===== src/rtl/ifu_fetch.sv =====
// Instruction fetch sequencer: one outstanding imem read per instruction,
// with a valid/ready hand-off to decode and flush/redirect support.
module ifu_fetch #(
  parameter int WIDTH       = 32,
  parameter int ILEN        = 32,
  parameter bit CHECK_ALIGN = 1'b1
) (
  input  logic             clk,
  input  logic             rst,
  input  logic [WIDTH-1:0] pc,
  output logic             pc_wen,
  input  logic             flush,
  output logic             req_valid,
  output logic [WIDTH-1:0] req_addr,
  input  logic             req_ready,
  input  logic             rsp_valid,
  input  logic [ILEN-1:0]  rsp_data,
  input  logic             rsp_err,
  output logic             inst_valid,
  output logic [ILEN-1:0]  inst,
  output logic [WIDTH-1:0] inst_pc,
  output logic             inst_fault,
  output logic             inst_cause,
  input  logic             inst_ready
);

  typedef enum logic [2:0] {
    IDLE  = 3'd0,
    REQ   = 3'd1,
    WAIT  = 3'd2,
    HOLD  = 3'd3,
    DRAIN = 3'd4
  } state_e;

  state_e           state_q, state_d;
  logic [WIDTH-1:0] req_addr_q, req_addr_d;
  logic [WIDTH-1:0] inst_pc_q, inst_pc_d;
  logic [ILEN-1:0]  inst_q, inst_d;
  logic             fault_q, fault_d;
  logic             cause_q, cause_d;
  logic             misaligned;

  assign misaligned = CHECK_ALIGN && (pc[1:0] != 2'b00);

  always_ff @(posedge clk or negedge rst) begin
    if (!rst) begin
      state_q    <= IDLE;
      req_addr_q <= '0;
      inst_pc_q  <= '0;
      inst_q     <= '0;
      fault_q    <= 1'b0;
      cause_q    <= 1'b0;
    end else begin
      state_q    <= state_d;
      req_addr_q <= req_addr_d;
      inst_pc_q  <= inst_pc_d;
      inst_q     <= inst_d;
      fault_q    <= fault_d;
      cause_q    <= cause_d;
    end
  end

  always_comb begin
    state_d    = state_q;
    req_addr_d = req_addr_q;
    inst_pc_d  = inst_pc_q;
    inst_d     = inst_q;
    fault_d    = fault_q;
    cause_d    = cause_q;
    case (state_q)
      IDLE: begin
        if (!flush) begin
          req_addr_d = pc;
          inst_pc_d  = pc;
          if (misaligned) begin
            inst_d  = '0;
            fault_d = 1'b1;
            cause_d = 1'b1;
            state_d = HOLD;
          end else begin
            state_d = REQ;
          end
        end
      end
      REQ: begin
        // An accepted request still owes a response, so a flush must drain it.
        if (flush)          state_d = req_ready ? DRAIN : IDLE;
        else if (req_ready) state_d = WAIT;
      end
      WAIT: begin
        if (flush) begin
          state_d = rsp_valid ? IDLE : DRAIN;
        end else if (rsp_valid) begin
          inst_d  = rsp_data;
          fault_d = rsp_err;
          cause_d = 1'b0;
          state_d = HOLD;
        end
      end
      HOLD: begin
        if (flush || inst_ready) state_d = IDLE;
      end
      DRAIN: begin
        if (rsp_valid) state_d = IDLE;
      end
      default: state_d = IDLE;
    endcase
  end

  assign req_valid  = (state_q == REQ);
  assign inst_valid = (state_q == HOLD);
  assign pc_wen     = (state_q == HOLD) && inst_ready && !flush;
  assign req_addr   = req_addr_q;
  assign inst       = inst_q;
  assign inst_pc    = inst_pc_q;
  assign inst_fault = fault_q;
  assign inst_cause = cause_q;

endmodule

===== config.mk =====
export PLATFORM = sky130hd
export DESIGN_NAME = ifu_fetch
export DESIGN_NICKNAME = d
export VERILOG_FILES = /design/src/rtl/ifu_fetch.sv
export SDC_FILE = /design/constraint.sdc
export NUM_CORES = 1
export LEC_CHECK = 0
export ABC_AREA = 1
export CAP_MARGIN = 20
export CORE_MARGIN = 2
export CORE_UTILIZATION = 36
export DETAILED_ROUTE_END_ITERATION = 10
export PLACE_DENSITY = 0.85
export SLEW_MARGIN = 10
export SYNTH_ARGS = -nofsm -noshare
export SYNTH_HDL_FRONTEND = slang
export SYNTH_SLANG_ARGS = --single-unit

===== constraint.sdc =====
create_clock -name clk -period 1.5 [get_ports clk]
set_clock_uncertainty 0.1 [all_clocks]
set_input_delay 0.225 -clock clk [delete_from_list [all_inputs] [get_ports clk]]
set_output_delay 0.225 -clock clk [all_outputs]
set_load 0.02 [all_outputs]

; After elaboration in Yosys (flattened, before gate mapping)
; Index checks and enable logic that the tools add are counted.
[word_totals]
reg_bits = 69
inputBits = 71
wordCells = 52
[op_classes]
eq_ne = 12
muxes = 24
bitwise = 1
reduce_logical = 10
[op_table]
columns = cell, count
row1 = $mux W32, 4
row2 = $pmux W32 S2, 1
row3 = $mux W3, 9
row4 = $pmux W3 S5, 1
row5 = $ne A2 B2 Y1 const B, 5
row6 = $reduce_and A5 Y1, 2
row7 = $eq A3 B2 Y1 const B, 2
row8 = $mux W1, 6
row9 = $pmux W1 S2, 2
row10 = $reduce_bool A2 Y1, 2
row11 = $eq A3 B1 Y1 const B, 1
row12 = $eq A3 B3 Y1 const B, 1
row13 = $logic_not A3 Y1, 1
row14 = $ne A3 B2 Y1 const B, 1
row15 = $ne A3 B3 Y1 const B, 1
row16 = $logic_and A1 B1 Y1, 2
row17 = $mux W2, 1
row18 = $ne A2 B1 Y1 const B, 1
row19 = $reduce_and A2 Y1, 1
row20 = $logic_not A1 Y1, 1
row21 = $logic_or A1 B1 Y1, 1
row22 = $not A1 Y1, 1

; Logic depth before layout (Yosys ltp)
[logic_depth]
word_depth = 4
ltp_mapped = 9

; Worst setup path after synthesis
; Ideal clock, no wire load.
[synth_timing]
path_kind = register to register
from = register state_q[0]
to = register inst_pc_q[10], in the netlist inst_pc[10]
arrival_time_ps = 1235
path_slack_ps = 40
path_stages_with_launch = 5
path_buffers = 1
period_less_slack_ps = 1460
cell_sequence = dfrtp_1 -> nor2_4 -> nand3_4 -> buf_8 -> mux2_4
[synth_between]
elab_chain_len = 2
[synth_lines]
columns = item, line_no
row1 = from (decl), 35  ; state_e state_q, state_d;
row2 = from (signal assigned), 54  ; state_q <= state_d;
row3 = $logic_not A3 Y1, 70  ; case (state_q)
row4 = $reduce_and A2 Y1 (no source line), --
row5 = to (signal assigned), 56  ; inst_pc_q <= inst_pc_d;
row6 = to (decl), 37  ; logic [WIDTH-1:0] inst_pc_q, inst_pc_d;
; No other way between the ends.
; A chain may end at the register's enable or synchronous reset.

; Final worst setup path
[layout_timing]
from = register state_q[2]
to = register inst_q[8], in the netlist inst[8]
[layout_between]
elab_chain_len = 3
[layout_lines]
columns = item, line_no
row1 = $eq A3 B2 Y1 or $logic_not A3 Y1 (tied branches), 70
row2 = $ne A2 B2 Y1 (no source line) or $reduce_bool A2 Y1 (tied branches), --
row3 = $reduce_and A5 Y1 (no source line), --
row4 = to (signal assigned), 57  ; inst_q <= inst_d;
row5 = to (decl), 38  ; logic [ILEN-1:0] inst_q, inst_d;
; Several ways; a longest one is shown, not always the timed one.

==> results.ini <==
[sta]
setup_violations = 69
fmax_mhz = 603
fin_tns_setup_ns = -7.90
rsz0062_at_grt = yes
setup_ws_ns = -0.158
maxSlewHeadroom_pct = 75.3
hold_slack_ns = 0.335
fin_crit_sh_pct = 111
worst_slew_pin_slew_ns = 0.370
finalHoldViolations = 0
drv_slew = 0
fin_crit_ns = 1.66

[place]
gp_congestion = 0.802
numPortBuffers = 171
dpl.hpwl_mm = 6.86
placed_area_um2 = 5100
dpl.cell_count = 581

[floorplanning]
coreArea_um2 = 9110
std_cell_rows = 35
initial_core_util_pct = 36.5
ios = 172
dieArea_um2 = 10000
die-width_um = 100
die_h_um = 100

[setup_path]
path_class = reg2reg
end_kind = flop
slowest_stage = dfrtp_2
r2r_cells = 10
path_max_fanout = 8
critical_path_depth = 10
slowest_delay_ns = 0.44
arrival_ns = 1.82
crit_family = buffers and inverters
crit_buf_inv = 4
startpoint_type = flop
crit_chain = buf_6, nor2_4, buf_6, nand2_8, inv_8, o21ai_4, nand3_4, clkbuf_16, nand2_1, nand2_1
crit_required_ns = 1.67

[power_and_ir_drop]
finalPower_uw = 12600
p_int_uw = 7230
p_switching_uw = 5420
p_leak_uw = 0.00296
p_per_area_nw_per_um2 = 2250
combPwrFrac_pct = 60.3
p_sw_share_pct = 42.8
seqPwrFrac_pct = 26.1
power_frac_clock_pct = 13.6
ir_drop_mv = 1.16

[synth]
ys_top_cells_by_count = nand2_1, dfrtp_1, nand4_1
synth_cells = 316
synth_flop_cell = dfrtp_1
ys_seq_elements = 69
synth_area_leaders = dfrtp_1, mux2_4, nand2_1
ys_seq_area_share_pct = 52.0
netlist.area_leader.share_pct = 52.0
yosys_warnings = 0
post-synth-top-count-cell = nand2_1
synthesis.area_um2 = 3320
yosysTopAreaCell = dfrtp_1
synthArstFlopShare_pct = 100
yosysUniqueCellTypes = 23
post_synth.cell_area_avg_um2 = 10.5
synth_edf_count = 0
syn-num-nets = 387

[clock_network]
ctsRootBufferMaster = clkbuf_8
clkLatencyLatePin_ns = 0.33
path_clk_slew_ns = 0.09
htreeDepth = 3
clock-sinks = 69
cts_tree = done
numCtsBuffers = 9
clk_path_buf_depth = 2

[layout]
layout-drive-gt1-share_pct = 25.9
num_antenna_cells = 0
nets = 567
final_cells = 612
final_area_um2 = 5610
nFillCells = 788
area_delta_synth_final_pct = 69.0

[detailed_routing]
wl_met1_mm = 3.96
wire_per_inst_um = 16.7
vias = 3005
wirelength_mm = 10.2
highest_layer = met4
ant_nets = 0
met2_length_mm = 5.63
viasPerCell = 4.91
drcViolationCount = 0
first_pass_iters = 5
dr_wl_met3_um = 513
dr.first_iter.drc_count = 125

[outcome]
violations = setup timing
status = finished, violations left

[grt]
grt-ovfl-total = 0
track_usage_pct = 19.4
grt_pass1_wl_mm = 15.2
grt_pass1_vias = 2999
antenna_found_initial = 0
grt_max_degree = 70

[min_path]
worst_hold_path_type = in2async

[flow_run]
drv_cap = 0

sequential cells by signal, summed over array words and instances, names as in the netlist:
signal      cells
inst_pc        32
inst           32
inst_cause      1
inst_fault      1
state_q         3
stage by stage:
step                setup slack [ns]  utilization [%]
floorplan                     0.0399                -
global placement              -0.367             56.0
global route                  -0.227             61.6
CTS                           -0.148             59.3
finish                        -0.158             61.6
detailed placement            -0.396             56.0
logic make-up after synthesis:
family                 after synthesis  synth area share (%)
multiplexers                        30                  13.1
buffers and inverters               63                  12.6
flip-flops                          69                  52.0
AND/OR/NAND/NOR                    147                  21.1
AO/OA/AOI/OAI                        7                  1.24
worst paths after layout:
path / slack, ns / startpoint / end
setup / recovery: -0.16 / state_q[2]$_DFFE_PN0P_ / inst[8]$_DFFE_PN0P_
hold / removal: 0.34 / rst / inst_pc[18]$_DFFE_PN0P_
setup reg to reg: -0.16 / state_q[2]$_DFFE_PN0P_ / inst[8]$_DFFE_PN0P_
hold reg to reg: 0.37 / inst[26]$_DFFE_PN0P_ / inst[26]$_DFFE_PN0P_
max in group asynchronous: 0.65 / rst / state_q[2]$_DFFE_PN0P_
min in group clk: 0.36 / pc[1] / inst_pc[1]$_DFFE_PN0P_
final cells by class:
type                       count  area [um2]  share of cell area, %
inverter                      15        63.8                   1.14
clock inverter                 7        98.8                   1.76
multi-input combinational    184        1290                   23.1
timing repair buffer         217        2160                   38.5
tap                          111         139                   2.47
sequential                    69        1730                   30.8
clock buffer                   9         124                   2.21
per-layer routing:
metal | up-vias | GRT usage [%]
li1 | 1389 | -
met1 | 1491 | 22.1
met2 | 111 | 36.6
met3 | 14 | 3.27
met4 | 0 | 6.32
met5 | - | 0
timing repair:
item | in CTS | in global routing
cloned | 3 | 2
setup buffers | 6 | 3
hold buffers | 1 | 0
resized for setup | 129 | 43
hold endpoints to repair | 69 | 0
setup endpoints to repair | 166 | 72
pin swaps | 1 | 6
cell usage in the layout, fill, tap and decap left out, types with 2 or more instances in the layout:
master           Yosys  routed
buf_8                2       3
clkbuf_16            0       2
o22ai_2              0       2
buf_6                4       9
nand2_2              0      12
nand3_4              2       2
mux2_2               4       4
buf_16               0       3
nand3_2              1       2
buf_12               0       7
dfrtp_2              0       2
clkinv_4             0       2
clkdlybuf4s50_1      0      69
nand4_1             34      34
mux2_4              26      26
nor2_1              10       7
inv_1               13      12
clkbuf_8             0       9
nor2_4               1       4
dfrtp_1             69      67
dlygate4sd2_1        0      98
nand2_4              1       3
buf_4               32      24
nand2_1             87      72
o21ai_1              0       3
bufinv_16            0       2
nand3_1              9       8
inv_2                2       2
tightest hold or removal path, stage by stage:
cell           delay [ns]
dlygate4sd3_1        0.52
buf_2                0.12
buf_12               0.32
power groups by stage:
| stage | registers [uW] | logic [uW] | clock network, uW |
|---|---|---|---|
| global placement | 3280 | 7230 | 0 |
| finish | 3300 | 7630 | 1720 |
| global route | 3410 | 8050 | 1850 |
| detailed placement | 3350 | 7360 | 0 |
| floorplan | 4250 | 3420 | 0 |
| CTS | 3280 | 7100 | 1760 |
Power figures use the tool's default switching activity.
